## config.mk

```make
export PLATFORM = sky130hd
export DESIGN_NAME = rst_sequencer
export DESIGN_NICKNAME = d
export VERILOG_FILES = /design/src/rtl/rst_sequencer.sv
export SDC_FILE = /design/constraint.sdc
export NUM_CORES = 1
export LEC_CHECK = 0
export ABC_AREA = 1
export BUFFER_PORTS_ARGS = -buffer_cell sky130_fd_sc_hd__buf_2
export CAP_MARGIN = 15
export CORE_MARGIN = 2
export CORE_UTILIZATION = 43
export DETAILED_ROUTE_END_ITERATION = 12
export SKIP_CTS_REPAIR_TIMING = 1
export SLEW_MARGIN = 5
export SYNTH_ARGS = -nofsm -noshare
export SYNTH_HDL_FRONTEND = slang
export SYNTH_SLANG_ARGS = --single-unit
```

## constraint.sdc

```tcl
create_clock -name clk_sys_i -period 3.1 [get_ports clk_sys_i]
set_input_delay 0.465 -clock clk_sys_i [delete_from_list [all_inputs] [get_ports clk_sys_i]]
set_output_delay 0.465 -clock clk_sys_i [all_outputs]
set_load 0.005 [all_outputs]
```

## src/rtl/rst_sequencer.sv

```systemverilog
// Reset sequencer: synchronises and debounces an external reset button, then
// releases NumDomains active-low reset domains in order after a hold period.
//
// state   | meaning
// --------+-----------------------------------------------------------
// HOLD    | all domains held in reset, counting HoldCycles
// RELEASE | domains released one by one, StaggerCycles apart
// RUN     | all domains released, done_o high
module rst_sequencer #(
  parameter int NumDomains     = 3,
  parameter int HoldCycles     = 195,
  parameter int StaggerCycles  = 16,
  parameter int DebounceCycles = 1000
) (
  input  logic                  clk_sys_i,
  input  logic                  rst_sys_i,
  input  logic                  nrst_i,
  input  logic                  soft_rst_req_i,
  output logic [NumDomains-1:0] rst_n_o,
  output logic                  done_o,
  output logic                  busy_o
);

  localparam int MaxStep = (HoldCycles > StaggerCycles) ? HoldCycles : StaggerCycles;
  localparam int CntW    = (MaxStep > 1) ? $clog2(MaxStep) : 1;
  localparam int DebW    = (DebounceCycles > 1) ? $clog2(DebounceCycles) : 1;

  typedef enum logic [1:0] {
    ST_HOLD,
    ST_RELEASE,
    ST_RUN
  } state_e;

  logic                  sync1_q, sync1_d;
  logic                  sync2_q, sync2_d;
  logic                  deb_q, deb_d;
  logic [DebW-1:0]       deb_cnt_q, deb_cnt_d;
  state_e                state_q, state_d;
  logic [CntW-1:0]       cnt_q, cnt_d;
  logic [NumDomains-1:0] rst_n_q, rst_n_d;
  logic                  done_q, done_d;
  logic                  busy_q, busy_d;
  logic                  trigger;

  always_comb begin
    sync1_d   = nrst_i;
    sync2_d   = sync1_q;
    deb_d     = deb_q;
    deb_cnt_d = '0;
    // A matching sample leaves the counter cleared; the level only flips on
    // the DebounceCycles-th consecutive differing sample.
    if (sync2_q != deb_q) begin
      if (deb_cnt_q == DebW'(DebounceCycles - 1)) begin
        deb_d = sync2_q;
      end else begin
        deb_cnt_d = deb_cnt_q + 1'b1;
      end
    end

    trigger = soft_rst_req_i | (deb_q & ~deb_d);

    state_d = state_q;
    cnt_d   = cnt_q;
    rst_n_d = rst_n_q;
    done_d  = done_q;
    busy_d  = busy_q;

    if (trigger) begin
      state_d = ST_HOLD;
      cnt_d   = '0;
      rst_n_d = '0;
      done_d  = 1'b0;
      busy_d  = 1'b1;
    end else begin
      case (state_q)
        ST_HOLD: begin
          // Button still held: hold timing starts only once it is released.
          if (!deb_q) begin
            cnt_d = '0;
          end else if (cnt_q == CntW'(HoldCycles - 1)) begin
            cnt_d   = '0;
            rst_n_d = NumDomains'(1);
            state_d = ST_RELEASE;
            if (&rst_n_d) begin
              state_d = ST_RUN;
              done_d  = 1'b1;
              busy_d  = 1'b0;
            end
          end else begin
            cnt_d = cnt_q + 1'b1;
          end
        end
        ST_RELEASE: begin
          if (cnt_q == CntW'(StaggerCycles - 1)) begin
            cnt_d   = '0;
            rst_n_d = (rst_n_q << 1) | NumDomains'(1);
            if (&rst_n_d) begin
              state_d = ST_RUN;
              done_d  = 1'b1;
              busy_d  = 1'b0;
            end
          end else begin
            cnt_d = cnt_q + 1'b1;
          end
        end
        ST_RUN: begin
          state_d = ST_RUN;
        end
        default: begin
          state_d = ST_HOLD;
          cnt_d   = '0;
          rst_n_d = '0;
          done_d  = 1'b0;
          busy_d  = 1'b1;
        end
      endcase
    end
  end

  always_ff @(posedge clk_sys_i) begin
    if (rst_sys_i) begin
      sync1_q   <= 1'b1;
      sync2_q   <= 1'b1;
      deb_q     <= 1'b1;
      deb_cnt_q <= '0;
      state_q   <= ST_HOLD;
      cnt_q     <= '0;
      rst_n_q   <= '0;
      done_q    <= 1'b0;
      busy_q    <= 1'b1;
    end else begin
      sync1_q   <= sync1_d;
      sync2_q   <= sync2_d;
      deb_q     <= deb_d;
      deb_cnt_q <= deb_cnt_d;
      state_q   <= state_d;
      cnt_q     <= cnt_d;
      rst_n_q   <= rst_n_d;
      done_q    <= done_d;
      busy_q    <= busy_d;
    end
  end

  assign rst_n_o = rst_n_q;
  assign done_o  = done_q;
  assign busy_o  = busy_q;

endmodule

```

==> metrics list <==
- Outcome: finished, final reports clean
- Vertical extent of the die: 62.05 um
- The number of antenna violations at the first check in global routing came to 0.
* Clock latency at the later pin of the worst-skew pair: 330 ps
- The first global-routing pass estimated 4.554 mm of wire.
* Instance count of the mapped netlist: 209
- Entering global routing, the biggest net connects 17 pins.
* Final max-slew violation count: 0
* Die X: 62.05 um
- The smallest clock period supported by the final layout is computed as 1562 ps.
* First-pass iteration count of the detailed router: 4
* GP Congestion: 0.8202
* Post-synthesis register bit count: 28
* Setup slack of the most critical reg-to-reg path: 1540 ps
- Leading post-synthesis cells by instance count: 54 x nand2_1, 33 x nor2_1, 28 x dfxtp_1
- Worst-case headroom to the max-slew limit: 67.70%
- The region available for standard cell placement spans 0.003284 mm2.
- Mapped Avg Cell Area: 6.932 um2
- Measured slew at the worst slew-check pin: 482.7 ps
- Routed wire length per instance: 9.659 um
* Post-detailed-route count of antenna-violating nets: 0
* Filler Cell Count: 355
* Number of failing hold endpoints at the final stage: 0
- The worst hold path belongs to the class in2reg.
- The count of buffers added on input and output ports is 8.
* Maximum achievable frequency: 640.0 MHz
- For this design the ratio of total power to cell area is 391.4 mW/mm2.
- The tool flagged a number of max-cap violations equal to 0.
- TritonCTS built the clock tree.
- For the worst setup path, the data arrival time is 1840 ps.
* Clock transition time at the flip-flop clock pins of the worst setup and hold paths: 150 ps
* Layout overhead on the synthesized area: 8.981%
- STA classifies the critical path endpoint as a flop.
* Biggest area contributors in the synthesized netlist: dfxtp_1 39%, nand2_1 14%, nor2_1 8.5%
- Primary flip-flop cell chosen by synthesis mapping: dfxtp_1
* Required time at the worst-slack endpoint: 3380 ps
* Share of synthesized flip-flops with an asynchronous set or reset: 0%
- During I/O placement, the number of pins put on the boundary was 9.
- The die covers 0.003850 mm2.
- Post-route clock skew: 2.835 ps
- Routed wire length: 2.550 mm
- The worst setup path is of the reg2reg kind.
* Synthesized net count: 219
* Maximum net fanout on the critical path: 6
- The worst register-to-register path begins at deb_cnt_q[0]$_SDFF_PP0_.
- Site row count: 21
* Share of cells above drive strength 1: 11.47%
- Net total in the final layout: 229
* Count of cells along the worst register-to-register path: 8
* Clock Tree Buf Depth: 2
- Along the worst hold path, the cell count comes to 2.
- Final antenna diode count: 0
* Maximum level of the CTS H-tree: 1
- Global routing used 15.80% of the available tracks.
- TritonCTS created 3 clock buffers.
- Min-Delay Endpoint: sync1_q$_SDFF_PP1_
- Cell leakage power: 0.0006587 uW
* Most repeated cell in the gate-level netlist after synthesis: nand2_1
- In this run, placement finished with an instance count of 260.
- Area share of the largest cell type after synthesis: 38.69%
* Sequential element share of the synthesized area: 38.69%
- For this run the aggregate overflow at the end of global routing stands at 0.
- Leading area contributor after synthesis: dfxtp_1
- STA classifies the critical path startpoint as a flop.
* Finish-stage setup viols: 0
- Core utilization of the finished layout: 48.08%
- Via count of the first global-routing pass: 1105
- Residual DRC: 0
- The synthesized netlist contains 27 unique library cells.
* Total negative setup slack: 0 ps
- Post-synthesis instance area: 0.001449 mm2
- Once the floorplan was initialized, standard cells occupied 44.11% of the core.
- Counting flops with a built-in enable in the synthesized netlist gives 0.
- The finished layout holds 264 standard cells, fillers aside.
* Clk sinks: 28
- The worst hold path begins at nrst_i.
- Across the VDD grid, the largest voltage drop is 177.2 uV.
* Via Count: 1234
* CTS Root Buffer Type: clkbuf_4
- 1st-iter DRT viols: 95
- Number of warnings issued by yosys: 0
- Detail-routed via count per cell: 4.674
- The endpoint identified for the worst register-to-register timing path is done_o$_SDFFE_PP0P_.
- Setup repair after global routing missed its margin: no
- Fraction of the cycle the final worst path needs: 50.40%
- The HPWL after detailed placement is 2.003 mm.
[critical path, stage by stage, from the launching register on]
cell and delay (ps):
dfxtp_1 350, ha_1 210, nand2_1 80, nor2_1 60, nand4_1 130, nor2_1 60, nor2_1 380, nand2_1 130
nor2_1 110
[through the flow]
stage               hold WS [ps]  total power (uW)  worst slack [ps]  instance area (um2)
finish                     309.2             618.1              1538                 1579
global route               309.0             641.7              1301                 1579
CTS                        304.8             627.6              1502                 1579
detailed placement         402.9             388.4              1519                 1526
global placement           402.2             388.7              1526                 1526
floorplan                  389.5             383.5              1833                 1449
[registers in the layout, indices dropped and copies added, names as in the netlist]
name / cells
deb_cnt_q: 10
cnt_q: 8
rst_n_o: 3
state_q: 2
busy_o: 1
deb_q: 1
done_o: 1
sync1_q: 1
sync2_q: 1
[layout make-up]
class                           instances  area, um2  share of cell area (%)
Multi-Input combinational cell        153      774.5                   49.05
Sequential cell                        28      560.5                   35.50
Clock inverter                          1      30.03                   1.902
Timing Repair Buffer                    8      40.04                   2.536
Tap cell                               46      57.56                   3.645
Clock buffer                            3      22.52                   1.426
Inverter                               25      93.84                   5.943
[power breakdown]
group | switching (uW) | internal (uW)
logic | 9.00 | 6.26
clock network | 107 | 131
registers | 2.11 | 363
[cells in the final DEF, fill, tap and decap left out]
cell type / synthesis / final
nand2_1: 54 / 54
nor2_1: 33 / 33
dfxtp_1: 28 / 28
inv_1: 24 / 24
a21oi_1: 14 / 14
nand3_1: 14 / 14
buf_2: 1 / 8
nor3_1: 6 / 6
ha_1: 6 / 6
or2_2: 4 / 4
nor3_2: 3 / 3
o21ai_0: 3 / 3
clkbuf_4: 0 / 3
xor2_1: 2 / 2
nand4_1: 2 / 2
xnor2_1: 2 / 2
nor3b_2: 2 / 2
or2_1: 1 / 1
inv_2: 1 / 1
nand2_2: 1 / 1
o21bai_2: 1 / 1
o21ai_1: 1 / 1
nand3b_1: 1 / 1
a21o_1: 1 / 1
a21boi_1: 1 / 1
a21oi_2: 1 / 1
bufinv_16: 0 / 1
[cell families after synthesis]
| group | after synthesis | share of synthesized area (%) |
|---|---|---|
| compound gates | 22 | 8.636 |
| simple gates | 121 | 37.22 |
| fa+ha+maj | 6 | 5.181 |
| xor+xnor | 4 | 2.418 |
| buf+inv | 28 | 7.858 |
| flops | 28 | 38.69 |
[per-layer routing]
| metal | track usage [%] | vias up | share of wire [%] |
|---|---|---|---|
| met5 | 0 | - | 0 |
| met4 | 5.471 | 0 | 1.3 |
| met3 | 2.484 | 4 | 3.1 |
| met2 | 27.08 | 17 | 48 |
| met1 | 20.05 | 538 | 48 |
| li1 | - | 675 | - |
[worst max-delay path by stage]
stage,endpoint,start,slack (ps)
2_1_floorplan,cnt_q[7]$_SDFFE_PP0N_,cnt_q[1]$_SDFFE_PP0N_,1830
3_3_place_gp,done_o$_SDFFE_PP0P_,rst_sys_i,1530
3_5_place_dp,done_o$_SDFFE_PP0P_,rst_sys_i,1520
4_1_cts,deb_cnt_q[4]$_SDFF_PP0_,deb_cnt_q[0]$_SDFF_PP0_,1500
5_1_grt,done_o$_SDFFE_PP0P_,deb_cnt_q[0]$_SDFF_PP0_,1300
6_report,done_o$_SDFFE_PP0P_,deb_cnt_q[0]$_SDFF_PP0_,1540
Power figures use the tool's default switching activity.
